### config.mk
export PLATFORM = sky130hd
export DESIGN_NAME = rx_handshake
export DESIGN_NICKNAME = d
export VERILOG_FILES = /design/src/rtl/usb_pkg.sv /design/src/rtl/pid_shift8.sv /design/src/rtl/rx_handshake.sv
export SDC_FILE = /design/constraint.sdc
export NUM_CORES = 1
export LEC_CHECK = 0
export CORE_UTILIZATION = 57
export DETAILED_ROUTE_END_ITERATION = 8
export PLACE_DENSITY = 0.85
export SYNTH_ARGS = -nofsm -noshare
export SYNTH_HDL_FRONTEND = slang
export SYNTH_SLANG_ARGS = --single-unit
### constraint.sdc
create_clock -name clk -period 3.6 [get_ports clk]
set_input_delay 0.9 -clock clk [delete_from_list [all_inputs] [get_ports clk]]
set_output_delay 0.9 -clock clk [all_outputs]
set_load 0.05 [all_outputs]
### src/rtl/usb_pkg.sv
// usb_pkg: shared definitions for the handshake receiver.
//   - PID_* constants: 4-bit handshake packet identifiers
//   - hs_type_t: received handshake kind reported on hs_type
//   - err_t: failure cause reported on err_code
//   - state_t: receiver FSM states
//   - pid_check_ok(): PID byte self-check (upper nibble must be the inverse of the lower)
package usb_pkg;

  localparam logic [3:0] PID_ACK   = 4'b0010;
  localparam logic [3:0] PID_NAK   = 4'b1010;
  localparam logic [3:0] PID_STALL = 4'b1110;
  localparam logic [3:0] PID_NYET  = 4'b0110;

  typedef enum logic [1:0] {
    HS_ACK   = 2'd0,
    HS_NAK   = 2'd1,
    HS_STALL = 2'd2,
    HS_NYET  = 2'd3
  } hs_type_t;

  typedef enum logic [1:0] {
    ERR_TIMEOUT = 2'd0,
    ERR_PID_CHK = 2'd1,
    ERR_BAD_PID = 2'd2,
    ERR_BAD_EOP = 2'd3
  } err_t;

  typedef enum logic [2:0] {
    ST_IDLE      = 3'd0,
    ST_WAIT_SYNC = 3'd1,
    ST_READ_PID  = 3'd2,
    ST_WAIT_EOP  = 3'd3,
    ST_FINISH    = 3'd4
  } state_t;

  // The check field is the bitwise complement of the PID nibble.
  function automatic logic pid_check_ok(input logic [7:0] pid_byte);
    return (pid_byte[7:4] == ~pid_byte[3:0]);
  endfunction

endpackage

### src/rtl/pid_shift8.sv
// pid_shift8: 8-bit LSB-first shift register for the PID byte.
//   clk, rst_L : clock, asynchronous active-low reset
//   clr        : synchronous clear (new packet)
//   en         : shift one bit in (one decoded bit time)
//   bit_in     : serial data bit, first bit ends up in bit 0
//   byte_nxt   : byte value including the bit currently on bit_in, so the
//                caller can evaluate the full byte on the 8th shift itself
module pid_shift8 (
  input  logic       clk,
  input  logic       rst_L,
  input  logic       clr,
  input  logic       en,
  input  logic       bit_in,
  output logic [7:0] byte_nxt
);

  logic [7:0] data_q;
  logic [7:0] data_d;

  // New bits enter at the MSB so after 8 shifts the first bit sits in bit 0.
  assign byte_nxt = {bit_in, data_q[7:1]};

  // Next shifter contents: clear has priority over shift.
  always_comb begin
    data_d = data_q;
    if (clr) begin
      data_d = 8'h00;
    end else if (en) begin
      data_d = byte_nxt;
    end else begin
      data_d = data_q;
    end
  end

  // Shifter register.
  always_ff @(posedge clk or negedge rst_L) begin
    if (!rst_L) begin
      data_q <= 8'h00;
    end else begin
      data_q <= data_d;
    end
  end

endmodule

### src/rtl/rx_handshake.sv
// rx_handshake: receives one USB handshake packet (SYNC, PID, EOP) per start.
//   clk, rst_L : clock, asynchronous active-low reset
//   start      : request reception (accepted only when idle)
//   bit_valid  : one decoded bit time; everything advances only on it
//   bit_in     : destuffed data bit, LSB first
//   se0        : line is SE0 during this bit time
//   sync_ok    : sync detector matched (qualified by bit_valid)
//   en_sync_L  : active-low sync detector enable (low while hunting for sync)
//   busy       : reception in progress
//   done/fail  : one-cycle result pulses
//   hs_type    : handshake received (valid after done)
//   err_code   : failure cause (valid after fail)
module rx_handshake
  import usb_pkg::*;
#(
  parameter int TIMEOUT_BITS = 255,
  parameter int EOP_SE0_BITS = 2,
  parameter int ACCEPT_NYET  = 1
) (
  input  logic       clk,
  input  logic       rst_L,
  input  logic       start,
  input  logic       bit_valid,
  input  logic       bit_in,
  input  logic       se0,
  input  logic       sync_ok,
  output logic       en_sync_L,
  output logic       busy,
  output logic       done,
  output logic [1:0] hs_type,
  output logic       fail,
  output logic [1:0] err_code
);

  localparam int              TW       = $clog2(TIMEOUT_BITS + 1);
  localparam logic [TW-1:0]   TO_LAST  = TW'(TIMEOUT_BITS - 1);
  localparam logic [TW-1:0]   TO_SAT   = TW'(TIMEOUT_BITS);
  localparam logic [1:0]      EOP_LAST = 2'(EOP_SE0_BITS - 1);

  state_t        state_q, state_d;
  logic [TW-1:0] to_cnt_q, to_cnt_d;
  logic [2:0]    bit_cnt_q, bit_cnt_d;
  logic [1:0]    eop_cnt_q, eop_cnt_d;
  hs_type_t      hs_q, hs_d;
  err_t          err_q, err_d;
  logic          done_q, done_d;
  logic          fail_q, fail_d;
  logic          busy_q, busy_d;
  logic          en_sync_L_q, en_sync_L_d;

  logic          shift_clr;
  logic          shift_en;
  logic [7:0]    byte_nxt;
  logic          pid_ok;
  hs_type_t      pid_hs;

  pid_shift8 u_shift (
    .clk      (clk),
    .rst_L    (rst_L),
    .clr      (shift_clr),
    .en       (shift_en),
    .bit_in   (bit_in),
    .byte_nxt (byte_nxt)
  );

  // Decode the PID nibble of the byte being completed into a handshake kind.
  always_comb begin
    pid_ok = 1'b0;
    pid_hs = HS_ACK;
    case (byte_nxt[3:0])
      PID_ACK:   begin pid_ok = 1'b1; pid_hs = HS_ACK;   end
      PID_NAK:   begin pid_ok = 1'b1; pid_hs = HS_NAK;   end
      PID_STALL: begin pid_ok = 1'b1; pid_hs = HS_STALL; end
      PID_NYET:  begin pid_ok = (ACCEPT_NYET != 0); pid_hs = HS_NYET; end
      default:   begin pid_ok = 1'b0; pid_hs = HS_ACK;   end
    endcase
  end

  // Next-state, counter and result logic.
  always_comb begin
    state_d   = state_q;
    to_cnt_d  = to_cnt_q;
    bit_cnt_d = bit_cnt_q;
    eop_cnt_d = eop_cnt_q;
    hs_d      = hs_q;
    err_d     = err_q;
    done_d    = 1'b0;
    fail_d    = 1'b0;
    shift_clr = 1'b0;
    shift_en  = 1'b0;
    case (state_q)
      ST_IDLE: begin
        if (start) begin
          state_d   = ST_WAIT_SYNC;
          to_cnt_d  = '0;
          bit_cnt_d = 3'd0;
          eop_cnt_d = 2'd0;
          hs_d      = HS_ACK;
          err_d     = ERR_TIMEOUT;
          shift_clr = 1'b1;
        end else begin
          state_d = ST_IDLE;
        end
      end
      ST_WAIT_SYNC: begin
        if (bit_valid) begin
          if (to_cnt_q != TO_SAT) begin
            to_cnt_d = to_cnt_q + TW'(1'b1);
          end else begin
            to_cnt_d = to_cnt_q;
          end
          // A sync match on the last allowed bit still counts as found.
          if (sync_ok) begin
            state_d = ST_READ_PID;
          end else if (to_cnt_q >= TO_LAST) begin
            state_d = ST_FINISH;
            fail_d  = 1'b1;
            err_d   = ERR_TIMEOUT;
          end else begin
            state_d = ST_WAIT_SYNC;
          end
        end else begin
          state_d = ST_WAIT_SYNC;
        end
      end
      ST_READ_PID: begin
        if (bit_valid) begin
          if (se0) begin
            state_d = ST_FINISH;
            fail_d  = 1'b1;
            err_d   = ERR_BAD_EOP;
          end else begin
            shift_en  = 1'b1;
            bit_cnt_d = bit_cnt_q + 3'd1;
            if (bit_cnt_q == 3'd7) begin
              if (!pid_check_ok(byte_nxt)) begin
                state_d = ST_FINISH;
                fail_d  = 1'b1;
                err_d   = ERR_PID_CHK;
              end else if (pid_ok) begin
                state_d = ST_WAIT_EOP;
                hs_d    = pid_hs;
              end else begin
                state_d = ST_FINISH;
                fail_d  = 1'b1;
                err_d   = ERR_BAD_PID;
              end
            end else begin
              state_d = ST_READ_PID;
            end
          end
        end else begin
          state_d = ST_READ_PID;
        end
      end
      ST_WAIT_EOP: begin
        if (bit_valid) begin
          if (!se0) begin
            state_d = ST_FINISH;
            fail_d  = 1'b1;
            err_d   = ERR_BAD_EOP;
          end else if (eop_cnt_q == EOP_LAST) begin
            state_d = ST_FINISH;
            done_d  = 1'b1;
          end else begin
            eop_cnt_d = eop_cnt_q + 2'd1;
          end
        end else begin
          state_d = ST_WAIT_EOP;
        end
      end
      ST_FINISH: begin
        state_d = ST_IDLE;
      end
      default: begin
        state_d = ST_IDLE;
      end
    endcase
    busy_d      = (state_d != ST_IDLE);
    en_sync_L_d = (state_d != ST_WAIT_SYNC);
  end

  // State, counters and registered outputs.
  always_ff @(posedge clk or negedge rst_L) begin
    if (!rst_L) begin
      state_q     <= ST_IDLE;
      to_cnt_q    <= '0;
      bit_cnt_q   <= 3'd0;
      eop_cnt_q   <= 2'd0;
      hs_q        <= HS_ACK;
      err_q       <= ERR_TIMEOUT;
      done_q      <= 1'b0;
      fail_q      <= 1'b0;
      busy_q      <= 1'b0;
      en_sync_L_q <= 1'b1;
    end else begin
      state_q     <= state_d;
      to_cnt_q    <= to_cnt_d;
      bit_cnt_q   <= bit_cnt_d;
      eop_cnt_q   <= eop_cnt_d;
      hs_q        <= hs_d;
      err_q       <= err_d;
      done_q      <= done_d;
      fail_q      <= fail_d;
      busy_q      <= busy_d;
      en_sync_L_q <= en_sync_L_d;
    end
  end

  assign en_sync_L = en_sync_L_q;
  assign busy      = busy_q;
  assign done      = done_q;
  assign fail      = fail_q;
  assign hs_type   = hs_q;
  assign err_code  = err_q;

endmodule

# After elaboration in Yosys (flattened, before gate mapping)
# Cells that the tools add are included.
[totals] reg_bits=32 in_bits=7 out_inout_bits=8 elab_cells=122
[op_classes] addsub=3 magnitude_cmp=1 n_eq_ne=28 n_mux=65 bitwise_logic=1 n_reduce_logical=13
[op_table] cell="3-bit two-way mux" count=14
[op_table] cell="8-bit two-way mux" count=5
[op_table] cell="2-bit two-way mux" count=19
[op_table] cell="2-bit inequality test (second input constant)" count=14
[op_table] cell="1-bit two-way mux" count=19
[op_table] cell="8-bit case mux with 2 select lines" count=1
[op_table] cell="3-bit case mux with 4 select lines" count=1
[op_table] cell="10-bit AND reduction" count=1
[op_table] cell="8-bit by 1-bit adder with 8-bit output (second input constant)" count=1
[op_table] cell="4-bit equality test (second input constant)" count=2
[op_table] cell="8-bit >= comparator (second input constant)" count=1
[op_table] cell="8-bit inequality test (second input constant)" count=1
[op_table] cell="2-bit case mux with 2 select lines" count=2
[op_table] cell="2-bit case mux with 4 select lines" count=1
[op_table] cell="4-bit AND reduction" count=2
[op_table] cell="2-bit nonzero test" count=4
[op_table] cell="7-bit AND reduction" count=1
[op_table] cell="3-bit by 2-bit equality test with 1-bit output (second input constant)" count=2
[op_table] cell="2-bit case mux with 3 select lines" count=1
[op_table] cell="3-bit case mux with 2 select lines" count=1
[op_table] cell="5-bit AND reduction" count=1
[op_table] cell="4-bit by 2-bit equality test with 1-bit output (second input constant)" count=1
[op_table] cell="4-bit by 3-bit equality test with 1-bit output (second input constant)" count=1
[op_table] cell="4-bit equality test" count=1
[op_table] cell="other kinds (14)" count=14

# Depth between registers and ports, before layout
# Gate-level depths: netlist (run 1).
[logic_depth] depth_word=10 mapped_depth=9 mapped_depth_nobuf=9

# Hierarchy
# A second synthesis (run 1) with hierarchy kept.
[hier_totals] hier_cells=177 area_unflattened_um2=1778.0
[modules_own_cells] module="rx_handshake" n_inst=1 cells_per_inst=154 area_each_um2=1487.7 seq_area_each_um2=601.8
[modules_own_cells] module="pid_shift8" n_inst=1 cells_per_inst=23 area_each_um2=290.3 seq_area_each_um2=175.2

# Worst setup path after synthesis (run 1)
# Ideal clock, no wire load.
[synth_timing] kind="input -> register" start="in bit_valid" end="reg err_q[0] (netlist: err_code[0])" setup_time_ns=0.125 t_arrival_ns=2.988 t_required_ns=3.475 setup_slack_ns=0.487 path_stages=9 path_buffers=2 cell_sequence="buf_6 > nor2b_4 > and2_4 > buf_6 > a311o_1 > or4b_4 > or2_4 > and4_4 > mux2_4"
[synth_between] elab_chain_cells=2 word_cells_on_any_way=4
[synth_rtl] item="start, declared" line="rx_handshake.sv:23" source="input logic bit_valid,"
[synth_rtl] item="2-bit inequality test (no source line)"
[synth_rtl] item="10-bit AND reduction (no source line) *"
[synth_rtl] item="end signal, assigned" line="rx_handshake.sv:202" source="err_q <= err_d;"
[synth_rtl] item="end, declared" line="rx_handshake.sv:45" source="err_t err_q, err_d;"
# Every way passes the cells marked *; elsewhere a longest branch is shown, timed or not.
# A chain may end at the register's enable or synchronous reset.

==> impl_metrics.yaml, run 1 <==
floorplanning:
  fp.dieW_um: 57.7
  start_util: 0.620
  io_pins: 15
  num_rows: 19
  die_height_um: 57.7
  die_area_mm2: 0.00333
  core-area_mm2: 0.00285
synthesis:
  synth.cell_area_mm2: 0.00177
  synth_fa_ha_area_frac: 0.0354
  yosysUniqueCellTypes: 48
  synth-seq-cells: 31
  ys_seq_area_frac: 0.439
  synth_flop_cell: "dfrtp_1"
  syn_inst: 193
  synth_xor_area_frac: 0.0396
  avgSynthCellArea_um2: 9.16
  synth-compound-area-share: 0.164
  synth-simple-area-share: 0.254
  synthMuxAreaShare: 0.0234
  syn-num-nets: 205
  synth_edf_count: 0
  synth-warning-count: 0
  synth_top_family_by_area: "simple AND/OR/NAND/NOR gates"
  synth-async-reset-ratio: 1.00
detailed_routing:
  drc: 2
  ant_nets: 0
  vias_per_cell: 6.28
  wirelength_um: 3970
  wire_per_inst_um: 16.1
  dr.pass1.iters: 9
  num_vias: 1544
  drt-initial-drc-count: 80
finish:
  regArea_um2: 777
  nFillCells: 209
  utilization: 0.707
  final_nets: 226
  area_growth_pct: 14.1
  stdcell_count: 246
  multi_input_area_um2: 913
  antenna_cells: 0
  final_layout_size_suffix_gt1_frac: 0.126
timing:
  setup_viol: 0
  final.period_utilization: 0.881
  maxSlewHeadroom: 0.536
  finalSetupTns_ps: 0
  hold_ws_ps: 508
  max_freq_ghz: 0.315
  tightest_slew_ps: 690
  fin_crit_ps: 3170
  finalHoldViolations: 0
  skew_ps: 6.91
  rsz0062_at_grt: "no"
  drv_slew: 0
clock_network:
  hold_buffers: 0
  path_clk_slew_ps: 90
  cts_tree: "yes"
  htree_levels: 2
  worstSkewPairLatency_ps: 340
  clockBufferDepth: 2
  post_cts_buffers: 0
  ctsRootBufferMaster: "clkbuf_4"
  cts.repair.resized: 0
  clkSinkCount: 31
  cts_buffers: 5
run:
  maxCapViolCount: 0
placed_design:
  dp_hpwl_um: 2950
  dp.cells: 238
  port_buffers: 14
  routabilityCongestion: 0.896
power_and_ir_drop:
  ir_drop_uv: 359
  p_leak_nw: 0.866
  p_total_w: 0.00134
  power_density_mw_per_mm2: 663
global_routing:
  grt_antenna_before_repair: 0
  grt_overflow: 0
  grt_pass1_wl_um: 6830
  gr-usage-all-layers: 0.274
  grt_max_degree: 32
  grt_pass1_vias: 1548
setup_path:
  cp_cell_sequence: "clkdlybuf4s50_1 > xnor2_1 > or4_1 > nor3_1 > or4b_4 > buf_4 > o21ai_1 > or3_1 > a21oi_1"
  cpMaxStageDelayCell: "or4_1"
  crit_required_ps: 3860
  cp-start-kind: "input port"
  slowest_delay_ps: 600
  crit_path_end_kind: "register"
  path_class: "in2reg"
  critPathArrivalTime_ps: 3430
  r2r_slack_ps: 830
  crit_path_max_fanout: 5
outcome:
  status: "finished with violations"
  violations: "DRC"
worst_hold_path:
  hold_path.class: "reg2reg"
## per-layer routing
metal  GRT usage  routed length [um]  up-vias
met4       0.197                 136        0
li1            -                   -      726
met1       0.318                1560      724
met5           0                   0        -
met2       0.450                2000       80
met3      0.0625                 281       14
## kinds of logic after synthesis
logic type               after synthesis
AND/OR/NAND/NOR                       84
XOR/XNOR                               8
adder cells (fa/ha/maj)                5
buffers and inverters                 14
multiplexers                           3
flip-flops                            31
AO/OA/AOI/OAI                         48
## metrics by stage
step / area [um^2] / worst slack, ps
global placement: 1950 / 171
finish: 2020 / 430
global route: 2020 / 359
CTS: 2020 / 460
floorplan: 1770 / 487
detailed placement: 1950 / 116
## cell usage after synthesis (3+ instances only)
master / number / area share
a21oi_1: 17 / 0.048
dfrtp_1: 30 / 0.42
ha_1: 5 / 0.035
inv_1: 7 / 0.015
nand2_1: 37 / 0.079
nand2b_1: 3 / 0.011
nand3_1: 6 / 0.017
nor2_1: 10 / 0.021
nor3_1: 7 / 0.020
o21a_1: 3 / 0.013
o21ai_0: 14 / 0.040
o31ai_1: 3 / 0.013
xnor2_1: 5 / 0.025
xor2_1: 3 / 0.015
## placed cells by master, fill, tap and decap left out, drive strengths merged, types with 2 or more instances in the layout
master,synthesis,final
nor4,2,2
or2,2,2
ha,5,5
nor3,7,7
dfrtp,30,30
a21oi,17,17
o21ai,15,15
or4b,2,2
buf,6,7
or3,2,2
clkdlybuf4s50,0,14
nor2b,3,3
nor2,10,10
nand3,6,6
o31ai,3,3
inv,7,7
nand2,37,37
clkbuf,1,8
o211ai,2,2
mux2,3,3
nand2b,3,3
xnor2,5,5
and4,3,3
o21a,3,3
xor2,3,3
## layout make-up
class                   instances  area share
well taps                      31      0.0192
inverters                       7      0.0130
clock buffers                   8      0.0341
multi-input cells             148       0.453
repair buffers                 21      0.0955
flip-flops and latches         31       0.385
## worst max-delay path: cells and delay by family
kind,cells,cell delay (ps)
and+or+nand+nor,4,1490
xor gates and xnor gates,1,170
buffers and inverters,2,570
AOI/OAI and AO/OA,2,290
## final timing paths
kind	from	to	cells after the start
worst min register to register	hs_type[0]$_DFFE_PN0P_	hs_type[0]$_DFFE_PN0P_	2
worst max-delay path	bit_in	to_cnt_q[7]$_DFFE_PN0P_	9
max in group asynchronous	rst_L	en_sync_L$_DFF_PN1_	2
min in group asynchronous	rst_L	state_q[1]$_DFF_PN0_	2
worst max register to register	state_q[1]$_DFF_PN0_	err_code[0]$_DFFE_PN0P_	7
worst min-delay path	hs_type[0]$_DFFE_PN0P_	hs_type[0]$_DFFE_PN0P_	2
## power breakdown
| group | internal, W | leakage [nW] | switching (W) | total, W |
|---|---|---|---|---|
| sequential | 0.000421 | 0.417 | 0.0000872 | 0.000508 |
| clock | 0.000115 | 0.0386 | 0.000116 | 0.000231 |
| combinational | 0.000255 | 0.410 | 0.000342 | 0.000597 |
## sequential cells by signal, summed over array words and instances (netlist names), 2 cells and up
register and flops:
to_cnt_q 8, u_shift.data_q 7, bit_cnt_q 3, state_q 3
eop_cnt_q 2, err_code 2, hs_type 2
(Power assumes the default switching activity.)
==> run 2, diff against run 1 <==
==> constraint.sdc (replaced) <==
create_clock -name clk -period 3.6 [get_ports clk]
set_input_delay 0.54 -clock clk [delete_from_list [all_inputs] [get_ports clk]]
set_output_delay 0.54 -clock clk [all_outputs]
set_load 0.05 [all_outputs]
==> impl_metrics.yaml, run 2 (same netlist as run 1, synthesis figures left out) <==
clock_network:
  clkSinkCount: 31
  htree_levels: 2
  post_cts_buffers: 0
  hold_buffers: 0
  cts_tree: "yes"
  worstSkewPairLatency_ps: 330
  path_clk_slew_ps: 90
  ctsRootBufferMaster: "clkbuf_4"
  cts.repair.resized: 0
  clockBufferDepth: 2
  cts_buffers: 5
worst_hold_path:
  hold_path_end: "bit_cnt_q[2]$_DFFE_PN0P_"
  hp-start: "bit_cnt_q[2]$_DFFE_PN0P_"
  hold_path.class: "reg2reg"
  holdPathStages: 2
global_routing:
  grt_pass1_vias: 1391
  grt_max_degree: 32
  gr-usage-all-layers: 0.241
  grt_overflow: 0
  grt_antenna_before_repair: 0
  grt_pass1_wl_um: 6070
setup_path:
  rr_endpoint: "err_code[1]$_DFFE_PN0P_"
  crit_required_ps: 3820
  crit_path_max_fanout: 10
  path_class: "in2reg"
  critPathArrivalTime_ps: 3210
  ff2ff_path_depth: 7
  cp-start-kind: "input port"
  reg2reg_from: "state_q[1]$_DFF_PN0_"
  r2r_slack_ps: 790
  crit_path_end_kind: "register"
power_and_ir_drop:
  power_frac_clock: 0.150
  swShare: 0.416
  switching_power_w: 0.000527
  ir_drop_uv: 268
  internal_power_w: 0.000740
  combPwrFrac: 0.449
  p_leak_nw: 0.835
  power_density_mw_per_mm2: 644
  seq_power_share: 0.401
placed_design:
  routabilityCongestion: 0.893
  dp_hpwl_um: 2650
  port_buffers: 14
  place_area_mm2: 0.00192
  dp.cells: 234
timing:
  rsz0062_at_grt: "no"
  finalSetupTns_ps: 0
  fin_crit_ps: 2980
  maxSlewHeadroom: 0.662
  max_freq_ghz: 0.335
  skew_ps: 5.34
  drv_slew: 0
  finalHoldViolations: 0
  setup_viol: 0
  tightest_slew_ps: 506
  final.period_utilization: 0.829
outcome:
  violations: "DRC"
  status: "finished with violations"
finish:
  utilization: 0.689
  stdcell_count: 242
  largest_reg_flops: 8
  top_regs: "to_cnt_q (8), u_shift.data_q (7)"
  final_area_mm2: 0.00197
  top_register: "to_cnt_q"
  final_layout_size_suffix_gt1_frac: 0.0995
  antenna_cells: 0
  area_growth_pct: 11.3
  final_nets: 222
  final_cell_mix: "nand2_1 (37), dfrtp_1 (30), a21oi_1 (17)"
  final_common_cell: "nand2_1"
detailed_routing:
  num_vias: 1500
  wire_per_inst_um: 14.8
  drc: 3
  dr.pass1.iters: 7
  ant_nets: 0
  wirelength_um: 3570
  drt-initial-drc-count: 72
  vias_per_cell: 6.20
floorplanning:
  die_area_mm2: 0.00333
  start_util: 0.620
  num_rows: 19
  io_pins: 15
  fp.dieW_um: 57.7
  die_height_um: 57.7
  core-area_mm2: 0.00285
run:
  maxCapViolCount: 0
[run 2: power by group through the flow]
stage | combinational [W] | clock, W | sequential, W
after floorplan | 0.000393 | 0 | 0.000544
after global placement | 0.000546 | 0 | 0.000509
after detailed placement | 0.000564 | 0 | 0.000512
after CTS | 0.000567 | 0.000197 | 0.000505
after global routing | 0.000624 | 0.000211 | 0.000518
final | 0.000569 | 0.000190 | 0.000507
[run 2: worst max-delay path by stage]
stage | startpoint | to | slack (ps) | cells after the start
2_1_floorplan | bit_valid | err_code[0]$_DFFE_PN0P_ | 850 | 9
3_3_place_gp | se0 | err_code[1]$_DFFE_PN0P_ | 350 | 8
3_5_place_dp | se0 | err_code[1]$_DFFE_PN0P_ | 300 | 8
4_1_cts | se0 | err_code[1]$_DFFE_PN0P_ | 650 | 8
5_1_grt | se0 | err_code[1]$_DFFE_PN0P_ | 570 | 8
6_report | se0 | err_code[1]$_DFFE_PN0P_ | 620 | 8
[run 2: layer usage]
metal  vias to the layer above  global-route usage  routed length, um
li1                        725                   -                  -
met1                       718               0.307               1620
met2                        50               0.400               1700
met3                         7              0.0603                188
met4                         0              0.0918                 65
met5                         -                   0                  0
[run 2: per-stage QoR]
stage          total power [W]  hold slack [ps]  worst slack (ps)
5_1_grt                0.00135              517               568
2_1_floorplan         0.000936              244               847
3_5_place_dp           0.00108              474               299
4_1_cts                0.00127              498               648
6_report               0.00127              492               615
3_3_place_gp           0.00105              465               348
[run 2: critical path, stage by stage]
cell,delay (ps)
clkdlybuf4s50_1,600
nand4b_1,270
o221ai_1,150
a311o_1,360
or4b_4,550
or2_4,250
and4_4,190
mux2_4,290
[run 2: cell type report]
cell class / count / area (um^2)
Clock buffer: 8 / 48.8
Sequential cell: 31 / 777
Timing Repair Buffer: 17 / 163
Inverter: 7 / 26.3
Multi-Input combinational cell: 148 / 913
Fill cell: 216 / 886
Tap cell: 31 / 38.8
